$ cat src/rtl/seq_booth_multiply.sv
// Multi-cycle radix-4 Booth multiplier with a start/busy/done handshake. It handles signed or unsigned operands, selected per operation.
// Optional SEQ_BOOTH_ZERO_SKIP_EN: a zero operand skips RUN and completes one cycle after acceptance.
module seq_booth_multiply #(
    parameter int WIDTH = 32
) (
    input  logic                 clk,
    input  logic                 clr_n,
    input  logic                 start,
    input  logic                 signed_mode,
    input  logic [WIDTH-1:0]     a,
    input  logic [WIDTH-1:0]     b,
    output logic                 busy,
    output logic                 done,
    output logic [2*WIDTH-1:0]   product
);

    localparam int N  = WIDTH / 2 + 1;
    localparam int EW = WIDTH + 2;
    localparam int AW = 2 * WIDTH + 4;
    localparam int CW = $clog2(N);

    typedef enum logic [1:0] {
        IDLE,
        RUN,
        DONE
    } state_t;

    state_t          state;
    logic [EW-1:0]   mcand;
    logic [EW:0]     mplier;
    logic [AW-1:0]   acc;
    logic [CW-1:0]   cnt;

    logic [EW-1:0]   ext_a;
    logic [EW-1:0]   ext_b;
    logic [AW-1:0]   m_ext;
    logic [AW-1:0]   digit;
    logic [AW-1:0]   acc_next;

    always_comb begin
        ext_a = signed_mode ? {{2{a[WIDTH-1]}}, a} : {2'b00, a};
        ext_b = signed_mode ? {{2{b[WIDTH-1]}}, b} : {2'b00, b};
        m_ext = {{(AW-EW){mcand[EW-1]}}, mcand};
        // Standard radix-4 recoding of the triplet {b[2i+1], b[2i], b[2i-1]}.
        case (mplier[2:0])
            3'b001, 3'b010: digit = m_ext;
            3'b011:         digit = m_ext << 1;
            3'b100:         digit = -(m_ext << 1);
            3'b101, 3'b110: digit = -m_ext;
            default:        digit = '0;
        endcase
        acc_next = acc + (digit << {cnt, 1'b0});
    end

    always_ff @(posedge clk or negedge clr_n) begin
        if (!clr_n) begin
            state   <= IDLE;
            busy    <= 1'b0;
            done    <= 1'b0;
            product <= '0;
            mcand   <= '0;
            mplier  <= '0;
            acc     <= '0;
            cnt     <= '0;
        end else begin
            // NOTE: done defaults low every cycle so it can only ever be a single-cycle pulse.
            done <= 1'b0;
            case (state)
                IDLE: begin
                    if (start) begin
                        mcand  <= ext_a;
                        mplier <= {ext_b, 1'b0};
                        acc    <= '0;
                        cnt    <= '0;
                        busy   <= 1'b1;
`ifdef SEQ_BOOTH_ZERO_SKIP_EN
                        if (a == '0 || b == '0) begin
                            state   <= DONE;
                            product <= '0;
                            done    <= 1'b1;
                        end else begin
                            state <= RUN;
                        end
`else
                        state <= RUN;
`endif
                    end
                end
                RUN: begin
                    acc    <= acc_next;
                    mplier <= {{2{mplier[EW]}}, mplier[EW:2]};
                    cnt    <= cnt + 1'b1;
                    if (cnt == CW'(N - 1)) begin
                        state   <= DONE;
                        product <= acc_next[2*WIDTH-1:0];
                        done    <= 1'b1;
                    end
                end
                DONE: begin
                    state <= IDLE;
                    busy  <= 1'b0;
                end
                default: begin
                    state <= IDLE;
                    busy  <= 1'b0;
                end
            endcase
        end
    end

endmodule

$ cat config.mk
export PLATFORM = sky130hd
export DESIGN_NAME = seq_booth_multiply
export DESIGN_NICKNAME = d
export VERILOG_FILES = /design/src/rtl/seq_booth_multiply.sv
export SDC_FILE = /design/constraint.sdc
export NUM_CORES = 1
export LEC_CHECK = 0
export CAP_MARGIN = 40
export CORE_MARGIN = 5
export CORE_UTILIZATION = 40
export DETAILED_ROUTE_END_ITERATION = 10
export DONT_BUFFER_PORTS = 1
export GPL_ROUTABILITY_DRIVEN = 0
export GPL_TIMING_DRIVEN = 1
export PLACE_DENSITY_LB_ADDON = 0.08
export SLEW_MARGIN = 30
export SYNTH_ARGS = -nofsm -noshare
export SYNTH_HDL_FRONTEND = slang
export SYNTH_SLANG_ARGS = --single-unit
$ cat constraint.sdc
create_clock -name clk -period 18.57 [get_ports clk]
set_input_delay 2.7855 -clock clk [delete_from_list [all_inputs] [get_ports clk]]
set_output_delay 2.7855 -clock clk [all_outputs]
set_load 0.005 [all_outputs]
### Yosys cells after proc, flatten, opt, wreduce, memory -nomap -nowiden

Cells that the tools add are included.

| word-level totals | value |
|---|---|
| flip-flop bits (word level) | 210 |
| bits of input ports | 68 |
| word-level logic and storage cells | 51 |

| operators by class | value |
|---|---|
| $add $sub $neg | 4 |
| eq/ne operators | 10 |
| shifts and indexed selects | 1 |
| muxes and demuxes | 16 |
| bitwise operators | 1 |
| reductions and logical operators | 10 |

Operators with widths:

| cell | count |
|---|---|
| one-hot mux 68 bit (4 select lines) | 1 |
| negator 68 bit | 2 |
| one-hot mux 68 bit (2 select lines) | 1 |
| one-hot mux 35 bit (2 select lines) | 1 |
| adder 68 bit | 1 |
| 2-to-1 mux 34 bit | 2 |
| 2-to-1 mux 68 bit | 1 |
| left shift 68 x 6 -> 68 bit | 1 |
| 2-to-1 mux 35 bit | 1 |
| one-hot mux 5 bit (2 select lines) | 1 |
| AND reduction 2 bit | 5 |
| equality test 3 bit, second input constant | 3 |
| equality test 3 x 2 -> 1 bit, second input constant | 2 |
| adder 5 x 1 -> 5 bit, second input constant | 1 |
| equality test 5 bit, second input constant | 1 |
| 2-to-1 mux 5 bit | 1 |
| 2-to-1 mux 2 bit | 2 |
| != test 2 bit, second input constant | 2 |
| one-hot mux 2 bit (2 select lines) | 1 |
| OR reduction 2 bit | 2 |
| equality test 3 x 1 -> 1 bit, second input constant | 1 |
| 2-to-1 mux 1 bit | 3 |
| AND reduction 3 bit | 1 |
| equality test 2 x 1 -> 1 bit, second input constant | 1 |
| other kinds (4) | 4 |

### Logic depth before layout (Yosys ltp)

| logic depth | value |
|---|---|
| word-level depth | 6 |
| depth in mapped cells | 28 |
| mapped depth without buffers | 25 |

### Worst setup path after synthesis

No wires, ideal clock.

| timing | value |
|---|---|
| kind | register to register |
| start | reg mcand[0] |
| end | reg product[63] |
| setup time | 129 ps |
| arrival | 5931 ps |
| path slack | 12510 ps |
| stages on the path, launching flop included | 27 |
| buffers on the path | 2 |
| period minus slack after synthesis | 6060 ps |
| cells stage by stage | dfrtp_1 -> clkbuf_1 -> inv_1 -> ha_1 -> or4b_4 -> buf_6 -> nor4_4 -> and3_1 -> a21oi_1 -> o22a_1 -> mux4_2 -> nand2_1 -> o211a_1 -> nor4_1 -> o32ai_1 -> ha_1 -> a2111oi_0 -> o21ai_0 -> a21o_1 -> a311o_1 -> a221oi_1 -> o31ai_1 -> a211oi_1 -> a21oi_1 -> xnor2_1 -> xor2_1 -> o21ai_1 |

| between the ends | value |
|---|---|
| word-level cells in the longest chain between the ends | 4 |
| elaborated cells on any way between the ends | 5 |

RTL lines:

| what | RTL line | source |
|---|---|---|
| start: declaration | 29 | `logic [EW-1:0] mcand;` |
| start signal: assignment | 71 | `mcand <= ext_a;` |
| negator 68 bit, on equally long branches | 49, 48 |  |
| one-hot mux 68 bit (4 select lines) * | 45 | `case (mplier[2:0])` |
| left shift 68 x 6 -> 68 bit * | 52 | `acc_next = acc + (digit << {cnt, 1'b0});` |
| adder 68 bit * | 52 |  |
| end signal: assignment | 95 | `product <= acc_next[2*WIDTH-1:0];` |
| end: declaration | 14 | `output logic [2*WIDTH-1:0] product` |

Mark *: on every way between the ends. The rest lies on a longest branch, timed or not.
A chain may end at the register's enable or synchronous reset.

### Final worst setup path

Same ends and word-level chain as after synthesis.

==> impl_metrics.json <==
{
  "met1Wirelength_um": 24700,
  "yosysTopAreaCell": "dfrtp_1",
  "final-seq-area_um2": 5130,
  "yosys.area.top_type_share": 0.317,
  "die_area_um2": 44600,
  "top_layer": "met4",
  "ant_nets": 0,
  "dpl.hpwl_um": 38900,
  "crit_chain": "inv_1 > ha_1 > nor4b_2 > nand4_1 > nor4b_2 > xnor2_1 > a311oi_1 > mux2i_1 > a221oi_2 > mux2i_1 > o21ai_1 > o21ai_1 > ha_1 > a2111oi_0 > o21ai_0 > a21o_1 > a311o_1 > a221oi_1 > o31ai_1 > a211oi_1 > a21oi_1 > xnor2_1 > xor2_1 > o21ai_1",
  "slew_headroom": 0.391,
  "antenna_found_initial": 3,
  "grt_setup_unrepaired": "false",
  "drt_iter0_drc": 1432,
  "drc": 0,
  "syn-num-nets": 2229,
  "crit_top_cell": "o21ai_1",
  "port_buffers": 0,
  "finalCriticalPeriod_ns": 7.57,
  "htree_num_levels": 1,
  "first_pass_iters": 6,
  "setup-tns-final_ns": 0,
  "startpoint_type": "flop",
  "yosys_most_used_dff": "dfrtp_1",
  "setup_violations": 0,
  "wire_per_inst_um": 21.2,
  "crit_fanout": 12,
  "synth-edff-count": 0,
  "multiInputGateArea_um2": 10300,
  "ys_ff_latch": 205,
  "pin_count": 134,
  "yosysMostFrequentCell": "nand2_1",
  "core_area_um2": 39900,
  "critical_path_class": "reg -> reg",
  "final_layout_size_suffix_gt1_frac": 0.0683,
  "cts_setup_buffers": 0,
  "slew_viol_final": 0,
  "track_usage": 0.233,
  "final-hold-violation-count": 0,
  "clkLatencyLatePin_ns": 0.55,
  "routed_via_density": 6.03,
  "finalClockSkew_ns": 0.0176,
  "ctsHoldBuffers": 0,
  "area_growth_pct": 6.54,
  "cts_buffers": 25,
  "status": "finished clean",
  "crit_arrival_ns": 7.98,
  "worst_path_dominant_cell_family": "compound AO/OA/AOI/OAI gates",
  "cts_root_buffer": "clkbuf_16",
  "synth_area_um2": 16200,
  "die-width_um": 211,
  "path_buf_inv": 1,
  "cts.path.max_buffers": 3,
  "hold_path.class": "reg -> reg",
  "grt_pass1_wl_um": 84500,
  "fp-row-count": 73,
  "n_fill_cell": 4078,
  "final_nets": 2110,
  "syn_inst": 2093,
  "routed_wl_um": 53300,
  "async_flop_share": 1.00,
  "clkSinkCount": 205,
  "critical-path-slowest-cell": "nand4_1",
  "synth_cell_types": 91,
  "crit_path_end_kind": "flop",
  "dieHeight_um": 211,
  "cts_tree": "done",
  "clkTransAtPathRegs_ns": 0.06,
  "synth.area.top_cells": "dfrtp_1 (32%), nand2_1 (7.8%), o21ai_0 (6.6%)",
  "overflow": 0,
  "fmax_ghz": 0.132,
  "slowest_delay_ns": 0.64,
  "cp.required_ns": 18.98,
  "ys_top_cells_by_count": "nand2_1 (338), o21ai_0 (215), dfrtp_1 (205)",
  "drv_cap": 0,
  "wl_met3_um": 3920,
  "grt_pass1_vias": 14600,
  "dr_total_vias": 15200,
  "avgSynthCellArea_um2": 7.74,
  "grt_max_degree": 206,
  "start_util": 0.406,
  "wl_met2_um": 23400,
  "synth_seq_area_share": 0.317,
  "cts_resized": 0,
  "worstMarginPinSlew_ns": 0.913,
  "fin_crit_sh": 0.407,
  "yosysWarnings": 0
}
## cell type report
cell class,instances,area share
Antenna cell,1,0.000145
Clock buffer,37,0.0429
Clock inverter,7,0.00537
Inverter,43,0.00935
Multi-Input combinational cell,1675,0.596
Sequential cell,205,0.297
Tap cell,525,0.0381
Timing Repair Buffer,24,0.0111
## kinds of logic after synthesis
| logic type | share of synthesized area |
|---|---|
| muxes | 0.0533 |
| xor gates and xnor gates | 0.0487 |
| adders and majority gates | 0.0530 |
| DFF | 0.317 |
| buffers and inverters | 0.0511 |
| AOI/OAI and AO/OA | 0.251 |
| and+or+nand+nor | 0.226 |
## per-stage QoR
| stage | std cells | area [um2] | setup slack (ns) | util | hold slack [ns] |
|---|---|---|---|---|---|
| floorplan | 2093 | 16200 | 12.51 | - | 0.447 |
| global placement | 2469 | 16400 | 11.13 | 0.411 | 0.465 |
| detailed placement | 2472 | 16400 | 11.20 | 0.411 | 0.478 |
| CTS | 2516 | 17300 | 11.16 | 0.432 | 0.493 |
| global route | 2516 | 17300 | 10.58 | 0.432 | 0.523 |
| finish | 2517 | 17300 | 11.00 | 0.432 | 0.486 |
## layout by cell type (no fill, tap or decap), types with 38 or more instances in the layout
cell type	count
mux2i_1	42
nor2_1	180
nand2_1	338
ha_1	67
nor3_1	38
nand3_1	81
xor2_1	38
inv_1	40
a21oi_1	134
dfrtp_1	205
xnor2_1	50
o21ai_0	215
## registers in the layout, summed over array words and instances (netlist names)
name / count
busy: 1
state: 2
product: 64
mplier: 35
acc: 64
done: 1
mcand: 33
cnt: 5
## routing by layer
metal	vias to the layer above	track usage
met5	-	0
met3	80	0.0471
met2	510	0.362
met1	7313	0.335
li1	7287	-
met4	0	0.0601
## final timing paths
path	cells past startpoint	from	slack, ns	end
max in group asynchronous	0	clr_n	15.87	product[46]
max	24	mcand[0]	11.00	product[63]
min	2	mplier[34]	0.49	mplier[34]
min reg2reg	2	mplier[34]	0.49	mplier[34]
min in group asynchronous	0	clr_n	1.95	mcand[7]
max reg2reg	24	mcand[0]	11.00	product[63]
## worst min-delay path, stage by stage, from the launching register on
cell and delay (ns):
dfrtp_1 0.35, nand2_1 0.05, nand2_1 0.06
Power is not shown: default switching activity piles up to over one toggle a cycle in this logic, so the estimate is an artifact.
